### config.mk
export PLATFORM = sky130hd
export DESIGN_NAME = lsu
export DESIGN_NICKNAME = d
export VERILOG_FILES = /design/src/rtl/lsu.sv
export SDC_FILE = /design/constraint.sdc
export NUM_CORES = 1
export LEC_CHECK = 0
export CORE_MARGIN = 4
export CORE_UTILIZATION = 41
export DETAILED_ROUTE_END_ITERATION = 8
export PLACE_DENSITY = 0.88
export SYNTH_ARGS = -nofsm -noshare
export SYNTH_HDL_FRONTEND = slang
export SYNTH_SLANG_ARGS = --single-unit
### constraint.sdc
create_clock -name clk -period 2.5 [get_ports clk]
set_clock_uncertainty 0.05 [all_clocks]
set_input_delay 0.75 -clock clk [delete_from_list [all_inputs] [get_ports clk]]
set_output_delay 0.75 -clock clk [all_outputs]
set_load 0.01 [all_outputs]
### src/rtl/lsu.sv
// RV32I load/store unit: one memory access per op over a req/ack bus,
// returning extended load data or store completion to writeback.
module lsu #(
    parameter int XLEN = 32,
    parameter int REGW = 5
) (
    input  logic            clk,
    input  logic            reset,
    input  logic            ex_valid,
    output logic            ex_ready,
    input  logic            ex_is_store,
    input  logic [2:0]      ex_funct3,
    input  logic [XLEN-1:0] ex_addr,
    input  logic [XLEN-1:0] ex_wdata,
    input  logic [REGW-1:0] ex_rd,
    output logic            mem_req,
    output logic            mem_we,
    output logic [XLEN-1:0] mem_addr,
    output logic [XLEN-1:0] mem_wdata,
    output logic [3:0]      mem_wstrb,
    input  logic            mem_ack,
    input  logic [XLEN-1:0] mem_rdata,
    output logic            wb_valid,
    output logic            wb_we,
    output logic [REGW-1:0] wb_rd,
    output logic [XLEN-1:0] wb_data,
    output logic            wb_fault,
    output logic [XLEN-1:0] wb_fault_addr,
    output logic            stall
);

    typedef enum logic [1:0] {IDLE, REQ, DONE} state_t;

    state_t          state, state_next;
    logic [XLEN-1:0] addr_q, wdata_q, data_q;
    logic [2:0]      funct3_q;
    logic            is_store_q, fault_q;
    logic [REGW-1:0] rd_q;
    logic [3:0]      strb_q;

    logic            acc_fault;
    logic [3:0]      st_strb;
    logic [XLEN-1:0] st_wdata, ld_shift, ld_data;

    // Legality and store lane steering for the op presented by execute.
    // NOTE: every always_comb output gets a default first so no latch is inferred.
    always_comb begin
        acc_fault = 1'b0;
        st_strb   = 4'b0000;
        st_wdata  = '0;
        if (ex_funct3 == 3'b011 || ex_funct3 == 3'b110 || ex_funct3 == 3'b111 ||
            (ex_is_store && ex_funct3 >= 3'b011))
            acc_fault = 1'b1;
        else if (ex_funct3[1:0] == 2'b01 && ex_addr[0])
            acc_fault = 1'b1;
        else if (ex_funct3[1:0] == 2'b10 && ex_addr[1:0] != 2'b00)
            acc_fault = 1'b1;
        case (ex_funct3[1:0])
            2'b00: begin
                st_strb  = 4'b0001 << ex_addr[1:0];
                st_wdata = {4{ex_wdata[7:0]}};
            end
            2'b01: begin
                st_strb  = 4'b0011 << ex_addr[1:0];
                st_wdata = {2{ex_wdata[15:0]}};
            end
            default: begin
                st_strb  = 4'b1111;
                st_wdata = ex_wdata;
            end
        endcase
    end

    always_comb begin
        ld_shift = mem_rdata >> {addr_q[1:0], 3'b000};
        case (funct3_q)
            3'b000:  ld_data = {{24{ld_shift[7]}}, ld_shift[7:0]};
            3'b100:  ld_data = {24'h0, ld_shift[7:0]};
            3'b001:  ld_data = {{16{ld_shift[15]}}, ld_shift[15:0]};
            3'b101:  ld_data = {16'h0, ld_shift[15:0]};
            default: ld_data = mem_rdata;
        endcase
    end

    // NOTE: sequential state is written with non-blocking assignments only.
    always_ff @(posedge clk) begin
        if (reset) state <= IDLE;
        else       state <= state_next;
    end

    always_comb begin
        state_next = state;
        case (state)
            IDLE:    if (ex_valid) state_next = acc_fault ? DONE : REQ;
            REQ:     if (mem_ack)  state_next = DONE;
            DONE:    state_next = IDLE;
            default: state_next = IDLE;
        endcase
    end

    always_ff @(posedge clk) begin
        if (reset) begin
            addr_q     <= '0;
            wdata_q    <= '0;
            data_q     <= '0;
            funct3_q   <= 3'b000;
            is_store_q <= 1'b0;
            fault_q    <= 1'b0;
            rd_q       <= '0;
            strb_q     <= 4'b0000;
        end else if (state == IDLE && ex_valid) begin
            addr_q     <= ex_addr;
            funct3_q   <= ex_funct3;
            is_store_q <= ex_is_store;
            fault_q    <= acc_fault;
            rd_q       <= ex_rd;
            data_q     <= '0;
            // Strobes and lane data stay zero for loads and faulting ops.
            strb_q     <= (ex_is_store && !acc_fault) ? st_strb : 4'b0000;
            wdata_q    <= (ex_is_store && !acc_fault) ? st_wdata : '0;
        end else if (state == REQ && mem_ack && !is_store_q) begin
            data_q     <= ld_data;
        end
    end

    always_comb begin
        ex_ready      = (state == IDLE);
        stall         = (state != IDLE);
        mem_req       = (state == REQ);
        mem_we        = (state == REQ) && is_store_q;
        mem_addr      = {addr_q[XLEN-1:2], 2'b00};
        mem_wstrb     = strb_q;
        mem_wdata     = wdata_q;
        wb_valid      = (state == DONE);
        wb_we         = (state == DONE) && !is_store_q && !fault_q && (rd_q != '0);
        wb_rd         = rd_q;
        wb_data       = data_q;
        wb_fault      = (state == DONE) && fault_q;
        wb_fault_addr = fault_q ? addr_q : '0;
    end

endmodule

Yosys cells after proc, flatten, opt, wreduce, memory -nomap -nowiden
Cells that the tools add are included.
W data, S select, Z words.

operators by class
  equality and inequality tests = 12
  multiplexer cells = 13
  shifts and indexed selects = 3
  reductions and logical operators = 26
  magnitude comparators = 1

operator list
  operator               number
  $pmux W32 S4           1
  $mux W32               2
  $pmux W32 S2           1
  $shr A32 B5 Y16        1
  $eq A3 B3 Y1 const B   4
  $logic_and A1 B1 Y1    12
  $pmux W4 S2            1
  $mux W2                3
  $reduce_bool A5 Y1     1
  $eq A2 B1 Y1 const B   2
  $eq A2 B2 Y1 const B   2
  $logic_not A2 Y1       2
  $mux W4                1
  $pmux W2 S2            1
  $reduce_bool A2 Y1     2
  $shl A1 B2 Y4 const A  1
  $shl A2 B2 Y4 const A  1
  $eq A3 B1 Y1 const B   1
  $eq A3 B2 Y1 const B   1
  $ge A3 B2 Y1 const B   1
  $logic_not A1 Y1       3
  $logic_not A3 Y1       1
  $logic_or A1 B1 Y1     3
  $mux W1                3
  other kinds (4)        4

storage, ports and cells
  output and inout port bits = 144
  flip-flop bits (word level) = 112
  bits of input ports = 109

Logic depth before layout (Yosys ltp)
  depth after elaboration = 8
  mapped depth = 7

Worst setup path before layout
OpenSTA, ideal clock, no wires.

  kind = input port to flip-flop
  start = input port ex_funct3[0]
  end = register wdata_q[24] (netlist: mem_wdata[24])
  stages = 7
  arrival time = 2.015 ns
  setup slack = 0.366 ns
  buffers on the path = 3
  cells stage by stage = clkbuf_1 > a221oi_2 > o21ai_1 > or3b_1 > buf_2 > buf_6 > o21ai_1

on the way
  cells in the longest elaborated chain, start to end = 8
  elaborated cells between the ends (all ways) = 20
  those cells by class = order compare (1); eq/ne (5); mux (5); reduce/logical (9)

RTL lines
  what                                                       RTL line  RTL
  start, declared                                            12        input logic [2:0] ex_funct3,
  $eq A2 B2 Y1 (tied with other cells)                       56        else if (ex_funct3[1:0] == 2'b10 && ex_addr[1:0] != 2'b00)
  $logic_and A1 B1 Y1 or $logic_or A1 B1 Y1 (tied branches)  56, 51
  $mux W1 or $logic_or A1 B1 Y1 (tied branches)              56, 51
  $mux W1 or $logic_or A1 B1 Y1 (tied branches)              54, 51
  $mux W1                                                    51        if (ex_funct3 == 3'b011 || ex_funct3 == 3'b110 || ex_funct3 == 3'b111 ||
  $logic_not A1 Y1                                           120       wdata_q <= (ex_is_store && !acc_fault) ? st_wdata : '0;
  $logic_and A1 B1 Y1                                        120
  $mux W32 (*)                                               120
  end signal, assigned                                       120
  end, declared                                              35        logic [XLEN-1:0] addr_q, wdata_q, data_q;

Mark *: on every way between the ends. The rest lies on a longest branch, timed or not.
A chain may end at the register's enable or synchronous reset.

Worst setup path in the final report
  start = register rd_q[0] (netlist: wb_rd[0])
  end = output port wb_we

on the way
  cells in the longest elaborated chain, start to end = 2

RTL lines
  what                    RTL line  RTL
  start, declared         38        logic [REGW-1:0] rd_q;
  start signal, assigned  116       rd_q <= ex_rd;
  $reduce_bool A5 Y1      135       wb_we = (state == DONE) && !is_store_q && !fault_q && (rd_q != '0);
  $logic_and A1 B1 Y1     135
  end, declared           24        output logic wb_we,

No other way between the ends.

==> metrics.md <==
| Metric | Value |
|---|---|
| RSZ-0062 raised after global routing | yes |
| Hold Violations, Final | 0 |
| Post-route setup slack | 61.0 ps |
| PwrDens | 535 mW/mm² |
| Post-synth top cells | 137 x nand2_1, 112 x dfxtp_1, 83 x a21oi_1 |
| Setup TNS Final | 0 ps |
| Worst skew pair latency | 350 ps |
| Yosys reg bits | 112 |
| Max-cap check violation count | 0 |
| Die W | 120 µm |
| Initial core utilization | 42.4% |
| Synth warn | 0 |
| Congestion Overflow GR | 0 |
| Routed len/inst | 16.8 µm |
| Diodes inserted | 0 |
| GP Congestion | 0.805 |
| Io pins | 253 |
| Drt total wl | 17,200 µm |
| CTS H-Tree Depth | 3 |
| Post-synth top area share | 43.7% |
| DR vias/cell | 5.13 |
| Critical path required time | 1700 ps |
| Leading post-synthesis cells by cell area | dfxtp_1 44%, nand2_1 10%, a21oi_1 8.1%, mux2i_1 6.6%, buf_4 4.7% |
| # rows | 40 |
| Largest net degree at the start of global routing | 41 |
| Die area | 0.0144 mm² |
| First-pass GRT wire length | 26,700 µm |
| VDD IR max | 574 µV |
| CTS tree | done |
| Sw frac | 26.1% |
| Setup WS pre-CTS | -143 ps |
| Drt pass-1 iters | 5 |
| Fillers | 998 |
| Worst Setup Start Kind | register |
| Synth cell types | 39 |
| CP arrival | 1640 ps |
| Area leader, netlist | dfxtp_1 |
| F_max | 410 MHz |
| Clk pwr share | 36.9% |
| Max Slew Vio Count | 0 |
| Leakage | 3.01 nW |
| DRC | 0 |
| Register area share after synthesis | 43.7% |
| Cell Int Power | 3.20 mW |
| Tmin final | 2440 ps |
| Most common cell in the netlist | nand2_1 |
| Buffers on Ports | 250 |
| Mapped Area | 0.00513 mm² |
| Crit Path Max Fanout | 3 |
| Worst Hold Class | register to register |
| Total CTS buffers | 9 |
| Clock Path Buffers | 2 |
| Initial antenna violation count | 0 |
| Vias in the first global route | 5,186 |
| Clock-pin slew on the worst setup and hold paths | 80 ps |
| Synth Instances | 633 |
| Post-detail-place hpwl | 13,000 µm |
| Synth Flop Type | dfxtp_1 |
| Post-route ant nets | 0 |
| Area delta synth->final | 57.4% |
| Core Area | 0.0121 mm² |
| Share of layout cells above drive strength 1 | 7.27% |
| Final Setup Violations | 0 |
| Final Util | 66.7% |
| Critical path type | register to output port |
| Hold slack | 401 ps |
| Vias | 5,240 |
| Switching pwr | 1.13 mW |
| # Post-CTS Setup Buffers | 0 |
| Share of flip-flops with an asynchronous set or reset | 0% |
| Logic gate share of total power | 19.0% |
| Total track usage | 23.0% |
| Nets@finish | 957 |
| Clk sink count | 112 |
| Mean post-synth cell area | 8.11 µm² |
| Rel. slew slack | 43.5% |
| DIE HEIGHT | 120 µm |
| Fin crit share | 97.6% |
| Worst Tran Pin Value | 845 ps |
| CP endpoint kind | output port |
| DRC marker count from the first detailed-route iteration | 320 |
| Root buf cell | clkbuf_16 |
| Outcome | finished, final reports clean |
| Number of flops mapped to enable cells by yosys | 0 |
| Reg power frac | 44.1% |
[flip-flops by register name, summed over array words and instances (netlist names)]
| register | count |
|---|---|
| funct3_q | 3 |
| wb_data | 32 |
| mem_wdata | 32 |
| addr_q | 32 |
| mem_wstrb | 4 |
| state | 2 |
| fault_q | 1 |
| is_store_q | 1 |
| wb_rd | 5 |
[power by group through the flow]
stage,logic [mW],clock network (mW),registers (mW)
finish,0.824,1.59,1.91
global route,0.886,1.71,1.92
CTS,0.827,1.63,1.91
detailed placement,0.821,0,1.95
global placement,0.806,0,1.95
floorplan,0.381,0,1.95
[routing by layer]
layer  vias to the layer above  GRT usage (%)  wire [µm]
met3                        37           8.72       1470
met5                         -              0          0
met1                      2420           26.1       6700
met4                         0           8.23        459
li1                       2556              -          -
met2                       227           39.5       8530
[final timing paths]
path	to	startpoint	cells after the start	slack (ps)
hold / removal	mem_wdata[30]	mem_wdata[30]	2	400
setup / recovery	wb_we	wb_rd[0]	4	60
setup reg to reg	wb_data[10]	addr_q[0]	5	650
hold reg to reg	mem_wdata[30]	mem_wdata[30]	2	400
[per-stage QoR]
stage	power [mW]	std cells	instance area (µm²)
3_5_place_dp	2.77	1005	7730
3_3_place_gp	2.75	1005	7730
6_report	4.33	1021	8080
5_1_grt	4.51	1021	8080
2_1_floorplan	2.33	634	5140
4_1_cts	4.37	1021	8080
[logic make-up after synthesis]
family / after synthesis / share of synthesized area (%)
flip-flops: 112 / 43.7
AO/OA/AOI/OAI: 175 / 19.3
multiplexers: 36 / 7.50
AND/OR/NAND/NOR: 229 / 20.9
other: 1 / 0.0730
buffers and inverters: 80 / 8.60
[cell usage in the layout, fill, tap and decap left out, types with 8 or more instances in the layout]
cell             instances
nor2_1                  21
clkdlybuf4s50_1        245
clkbuf_16                9
dfxtp_1                110
and2_1                  34
buf_4                   25
nand3b_1                10
a21oi_1                 83
a22o_1                   8
o21ai_1                 22
nor3_1                   8
mux2i_1                 34
o21ai_0                 41
nand2_1                137
[critical path, cell delays in order (launching register included)]
cell and delay [ps]:
dfxtp_1 320, or4_1 540, nor2_1 110, nor4b_1 60
clkdlybuf4s15_1 260
[repair_timing]
action | in CTS | in global routing
endpoints found under the setup margin | 28 | 3
hold buffers | 0 | 0
resized for setup | 7 | 3
[final cells by class]
cell class	count	area [µm²]	share of cell area [%]
clock buffer	9	225	2.79
clock inverter	7	113	1.39
inverter	2	7.51	0.0929
multi-input combinational	442	2480	30.7
sequential	112	2240	27.8
tap	168	210	2.60
timing repair buffer	281	2800	34.6
No activity file was read; power rests on OpenSTA's default activity.
